===== config.mk =====
export PLATFORM = sky130hd
export DESIGN_NAME = intc_vectored
export DESIGN_NICKNAME = d
export VERILOG_FILES = /design/src/rtl/intc_vectored_pkg.sv /design/src/rtl/intc_prio_enc.sv /design/src/rtl/intc_vectored.sv
export SDC_FILE = /design/constraint.sdc
export NUM_CORES = 1
export LEC_CHECK = 0
export ABC_AREA = 0
export CELL_PAD_IN_SITES_DETAIL_PLACEMENT = 0
export CELL_PAD_IN_SITES_GLOBAL_PLACEMENT = 1
export CORE_AREA = 2 2 78 80
export DETAILED_ROUTE_END_ITERATION = 8
export DIE_AREA = 0 0 80 82
export GPL_ROUTABILITY_DRIVEN = 0
export PLACE_DENSITY = 0.75
export SETUP_SLACK_MARGIN = 0.3
export SLEW_MARGIN = 25
export SYNTH_ARGS = -nofsm -noshare
export SYNTH_HDL_FRONTEND = slang
export SYNTH_SLANG_ARGS = --single-unit

===== constraint.sdc =====
create_clock -name Clk_CPU -period 1 [get_ports Clk_CPU]
set_input_delay 0.25 -clock Clk_CPU [delete_from_list [all_inputs] [get_ports Clk_CPU]]
set_output_delay 0.25 -clock Clk_CPU [all_outputs]
set_load 0.02 [all_outputs]

===== src/rtl/intc_vectored_pkg.sv =====
// Shared definitions for the vectored interrupt controller: register offsets,
// handshake FSM encoding and register reset values.
package intc_vectored_pkg;

  localparam logic [1:0] INTC_REG_PENDING  = 2'd0;
  localparam logic [1:0] INTC_REG_MASK     = 2'd1;
  localparam logic [1:0] INTC_REG_EDGE_SEL = 2'd2;
  localparam logic [1:0] INTC_REG_STATUS   = 2'd3;

  typedef enum logic [1:0] {
    INTC_IDLE = 2'd0,
    INTC_REQ  = 2'd1,
    INTC_ACKD = 2'd2
  } intc_state_e;

  // Every source starts out edge-triggered.
  localparam logic [15:0] INTC_EDGE_SEL_RST = 16'hFFFF;

  function automatic logic [31:0] intc_status(input logic ackd, input logic req,
                                              input logic [3:0] id);
    return {23'b0, ackd, req, 3'b0, id};
  endfunction

endpackage


===== src/rtl/intc_prio_enc.sv =====
// Find-first-set over N_SRC request bits, searching upward from a start index
// and wrapping; start is 0 for fixed priority.
module intc_prio_enc #(
  parameter int N_SRC = 4,
  parameter int ID_W  = 2
) (
  input  logic [N_SRC-1:0] req,
  input  logic [ID_W-1:0]  start,
  output logic             valid,
  output logic [ID_W-1:0]  id
);

  int idx;

  always_comb begin
    valid = 1'b0;
    id    = '0;
    idx   = 0;
    for (int k = 0; k < N_SRC; k++) begin
      idx = (int'(start) + k) % N_SRC;
      if (!valid && req[idx]) begin
        valid = 1'b1;
        id    = ID_W'(idx);
      end
    end
  end

endmodule


===== src/rtl/intc_vectored.sv =====
// Multi-source interrupt controller driving the CPU Ireq/Iack handshake.
// Define INTC_PRIO_ROTATE_EN for round-robin priority; otherwise lowest index wins.
module intc_vectored
  import intc_vectored_pkg::*;
#(
  parameter int N_SRC       = 4,
  parameter int ID_W        = 2,
  parameter int SYNC_STAGES = 2
) (
  input  logic             Clk_CPU,
  input  logic             rst,
  input  logic [N_SRC-1:0] irq_src,
  output logic             Ireq,
  input  logic             Iack,
  output logic [ID_W-1:0]  irq_id,
  input  logic             reg_we,
  input  logic [1:0]       reg_addr,
  input  logic [31:0]      reg_wdata,
  output logic [31:0]      reg_rdata
);

  localparam int ID_PAD = (ID_W < 4) ? ID_W : 4;

  logic [SYNC_STAGES-1:0][N_SRC-1:0] sync_q;
  logic [N_SRC-1:0] hist_q;
  logic [N_SRC-1:0] synced;
  logic [N_SRC-1:0] pending_q;
  logic [N_SRC-1:0] mask_q;
  logic [N_SRC-1:0] edge_sel_q;
  logic [N_SRC-1:0] set_vec;
  logic [N_SRC-1:0] w1c_vec;
  logic [N_SRC-1:0] ack_clr;
  logic [N_SRC-1:0] eligible;
  logic [ID_W-1:0]  irq_id_q;
  logic [ID_W-1:0]  start_idx;
  logic [ID_W-1:0]  enc_id;
  logic             enc_valid;
  logic             ack_fire;
  logic             load_id;
  logic [3:0]       id4;
  logic             wdata_unused;
  intc_state_e      state_q, state_d;

  assign wdata_unused = ^reg_wdata[31:N_SRC];

  // Synchroniser chain plus one history flop for rising-edge detection.
  always_ff @(posedge Clk_CPU or posedge rst) begin
    if (rst) begin
      sync_q <= '0;
      hist_q <= '0;
    end else begin
      sync_q <= {sync_q[SYNC_STAGES-2:0], irq_src};
      hist_q <= sync_q[SYNC_STAGES-1];
    end
  end

  assign synced   = sync_q[SYNC_STAGES-1];
  assign set_vec  = (synced & ~hist_q & edge_sel_q) | (synced & ~edge_sel_q);
  assign w1c_vec  = (reg_we && reg_addr == INTC_REG_PENDING) ? reg_wdata[N_SRC-1:0] : '0;
  assign ack_fire = (state_q == INTC_REQ) && Iack;

  // Level-mode sources are not cleared by the acknowledge; the ISR quiets them.
  always_comb begin
    ack_clr = '0;
    if (ack_fire && edge_sel_q[irq_id_q]) ack_clr[irq_id_q] = 1'b1;
  end

  always_ff @(posedge Clk_CPU or posedge rst) begin
    if (rst) begin
      pending_q  <= '0;
      mask_q     <= '0;
      edge_sel_q <= INTC_EDGE_SEL_RST[N_SRC-1:0];
    end else begin
      pending_q <= (pending_q & ~w1c_vec & ~ack_clr) | set_vec;
      if (reg_we && reg_addr == INTC_REG_MASK)     mask_q     <= reg_wdata[N_SRC-1:0];
      if (reg_we && reg_addr == INTC_REG_EDGE_SEL) edge_sel_q <= reg_wdata[N_SRC-1:0];
    end
  end

  assign eligible = pending_q & mask_q;

`ifdef INTC_PRIO_ROTATE_EN
  logic [ID_W-1:0] rot_ptr_q;

  always_ff @(posedge Clk_CPU or posedge rst) begin
    if (rst) begin
      rot_ptr_q <= '0;
    end else if (ack_fire) begin
      rot_ptr_q <= (irq_id_q == ID_W'(N_SRC - 1)) ? '0 : irq_id_q + 1'b1;
    end
  end

  assign start_idx = rot_ptr_q;
`else
  assign start_idx = '0;
`endif

  intc_prio_enc #(
    .N_SRC (N_SRC),
    .ID_W  (ID_W)
  ) u_prio_enc (
    .req   (eligible),
    .start (start_idx),
    .valid (enc_valid),
    .id    (enc_id)
  );

  always_ff @(posedge Clk_CPU or posedge rst) begin
    if (rst) begin
      state_q  <= INTC_IDLE;
      irq_id_q <= '0;
    end else begin
      state_q <= state_d;
      if (load_id) irq_id_q <= enc_id;
    end
  end

  // A request, once raised, is held until the CPU acknowledges it.
  always_comb begin
    state_d = state_q;
    load_id = 1'b0;
    case (state_q)
      INTC_IDLE: begin
        if (enc_valid) begin
          state_d = INTC_REQ;
          load_id = 1'b1;
        end
      end
      INTC_REQ: begin
        if (Iack) state_d = INTC_ACKD;
      end
      INTC_ACKD: begin
        if (!Iack) state_d = INTC_IDLE;
      end
      default: state_d = INTC_IDLE;
    endcase
  end

  assign Ireq   = (state_q == INTC_REQ);
  assign irq_id = irq_id_q;

  always_comb begin
    id4 = '0;
    id4[ID_PAD-1:0] = irq_id_q[ID_PAD-1:0];
  end

  always_comb begin
    reg_rdata = '0;
    case (reg_addr)
      INTC_REG_PENDING:  reg_rdata[N_SRC-1:0] = pending_q;
      INTC_REG_MASK:     reg_rdata[N_SRC-1:0] = mask_q;
      INTC_REG_EDGE_SEL: reg_rdata[N_SRC-1:0] = edge_sel_q;
      default: reg_rdata = intc_status(state_q == INTC_ACKD, state_q == INTC_REQ, id4);
    endcase
  end

endmodule


==> results of run 1 <==
## what timing repair did
action | 4_1_cts | 5_1_grt
hold buffers | 0 | 0
setup endpoints to repair | 25 | 25
pin swaps | 15 | 10
resized for setup | 91 | 12
buffers inserted | 15 | 5
## metal layers
metal / part of all wire [%] / global-route usage, % / vias to the layer above / wire length (um)
met5: 0 / 0 / - / 0
met4: 1.1 / 3.56 / 0 / 37
met3: 5.0 / 1.76 / 4 / 163
met2: 50 / 18.7 / 36 / 1620
met1: 44 / 13.1 / 534 / 1430
li1: - / - / 502 / -
## cell families (layout without fill, tap and decap cells)
| logic type | count (synthesis) | after routing | share of synthesized area [%] |
|---|---|---|---|
| AND/OR/NAND/NOR | 29 | 29 | 11.7 |
| multiplexers | 12 | 12 | 11.2 |
| buffers and inverters | 30 | 76 | 16.3 |
| other | 1 | 26 | 0.271 |
| AO/OA/AOI/OAI | 16 | 16 | 9.50 |
| flip-flops | 28 | 28 | 51.0 |
## power breakdown
group	switching, mW	internal [mW]	total (mW)	leakage (nW)
sequential	0.132	1.36	1.49	0.311
clock	0.345	0.271	0.616	0.0216
combinational	1.06	1.45	2.51	0.668
total	1.53	3.08	4.62	1.00
## state kept, by name, indices dropped and copies added (netlist names)
name	count
edge_sel_q	4
hist_q	4
irq_id	2
mask_q	4
pending_q	4
state_q	2
sync_q	4
synced	4
## final cells by class
type,instances,area share [%]
multi-input cells,83,29.9
inverters,2,0.613
repair buffers,71,31.8
well taps,75,4.18
flip-flops and latches,28,31.7
clock buffers,3,1.84
## through the flow
stage | util (%) | hold WS (ps)
after floorplan | - | 152
after global placement | 32.9 | 333
after detailed placement | 32.9 | 338
after CTS | 37.6 | 359
after global routing | 39.0 | 362
final | 39.0 | 351
## worst register-to-register path: stages, from the launching register on
cell,delay [ps]
dfrtp_2,430
buf_6,120
buf_6,110
and4bb_2,330
nand3b_1,90
a32o_1,220
## worst max path at each step
stage | from | cells past startpoint | slack, ps | to
2_1_floorplan | irq_id[0] | 1 | -260 | reg_rdata[0]
3_3_place_gp | reg_addr[0] | 4 | -1230 | reg_rdata[0]
3_5_place_dp | reg_addr[0] | 4 | -1220 | reg_rdata[0]
4_1_cts | irq_id[1] | 2 | -590 | reg_rdata[1]
5_1_grt | irq_id[0] | 2 | -620 | reg_rdata[0]
6_report | irq_id[1] | 2 | -590 | reg_rdata[1]
## placed cells by master (no fill, tap or decap), types with 3 or more instances in the layout
cell	Yosys	layout
a32o_1	4	4
nor2_4	0	3
dfstp_2	4	4
clkdlybuf4s50_1	0	10
mux2_2	8	3
dfrtp_1	24	20
buf_4	26	27
nand2_1	13	11
clkbuf_8	0	3
buf_6	2	29
dfrtp_2	0	4
mux2_4	0	5
conb_1	1	26
buf_12	0	3
nand3b_1	3	3
==> impl_metrics.ini, run 1 <==
[outcome]
status = finished with violations
violations = setup timing

[logic_synthesis]
synth.top_cells.by_count = 26 x buf_4, 24 x dfrtp_1, 13 x nand2_1
synth.ff_latch_count = 28
synth_edf_count = 0
ys_warn_count = 0
ys_types = 29
syn-instance-count = 116
yosys-top-cells-area = dfrtp_1 43%, buf_4 14%, dfstp_2 7.6%
synth.most_common_cell = buf_4
netlist_area_um2 = 1380
syn_area_per_cell_um2 = 11.9
async_flop_share_pct = 100
yosys.area.top_type = dfrtp_1
yosysTopAreaCellShare_pct = 43.4
ys_seq_area_share_pct = 51.0
synthFlopType = dfrtp_1

[die]
start_util_pct = 24.1
die_w_um = 80
fp-row-count = 28
dieArea_um2 = 6560
core_area_um2 = 5750
fp.dieH_um = 82
pin_count = 77

[timing]
final.setup.worst_slack_ps = -590
final.min_clock_period_ps = 1590
finalSetupTns_ps = -5830
hold_viol = 0
clock_skew_ps = 4.51
rsz0062_at_grt = yes
final_max_slew_viol_count = 0
period_share_pct = 159
setup_viol = 25
max_freq_mhz = 629

[layout]
seq_area_um2 = 711
fill_cells = 580
diodes = 0
fin_area_um2 = 2240
final_cells = 262
drive_above_1_share_pct = 55.6
syn2layout_area_growth_pct = 62.3
final_nets = 231
multi_input_area_um2 = 671

[setup_path]
reg2reg_setup_slack_ps = -400
r2r_cells = 5
cp-start-kind = register
cp.required_ps = 750
end_kind = primary output
critPathBufInv = 1
critical_path.slowest_cell = mux4_2
crit_arrival_ps = 1340
r2r-end = pending_q[0]
slowest_delay_ps = 490
crit_path_cell_trace = mux4_2 > buf_6
crit_fanout = 2
path_class = reg -> out
reg2reg_from = irq_id[1]
crit_family = multiplexers

[clock_network]
cts_buffer_depth = 2
clk_pin_slew_ps = 100
cts_inserted_buffers = 3
htreeDepth = 1
insertion_delay_ps = 270
cts_tree = yes
cts_sinks = 28
root_buffer = clkbuf_8

[placement]
place_area_um2 = 1890
dpl.hpwl_um = 2270
port_buffers = 22
dp_slack_ps = -1220
dp.cells = 239

[global_routing]
grt_util_all_layers_pct = 10.6
grt_max_degree = 15
grt_pass1_wl_um = 5150
grt_pass1_vias = 1059
antenna_found_initial = 0
grt.overflow.total = 0

[route]
wirelength_um = 3260
detail_route.wl_per_cell_um = 12.4
vias = 1076
first_pass_iters = 4
dr.first_iter.drc_count = 40
drc = 0
viasPerCell = 4.11
ant_nets = 0

[power]
power_density_nw_per_um2 = 2060
p_total_mw = 4.62
ir_drop_uv = 1270
p_leak_nw = 1.00

[run]
maxCapViolCount = 0

[worst_hold_path]
hold_path_class = in -> async
(Power assumes the default switching activity.)
==> inputs of run 2 (changes only) <==
--- a/config.mk
+++ b/config.mk
@@ -14,7 +14,7 @@
 export GPL_ROUTABILITY_DRIVEN = 0
 export PLACE_DENSITY = 0.75
 export SETUP_SLACK_MARGIN = 0.3
-export SLEW_MARGIN = 25
+export SLEW_MARGIN = 5
 export SYNTH_ARGS = -nofsm -noshare
 export SYNTH_HDL_FRONTEND = slang
 export SYNTH_SLANG_ARGS = --single-unit
==> results of run 2 <==
Final layout, timing and power as in run 1 (identical DEF).
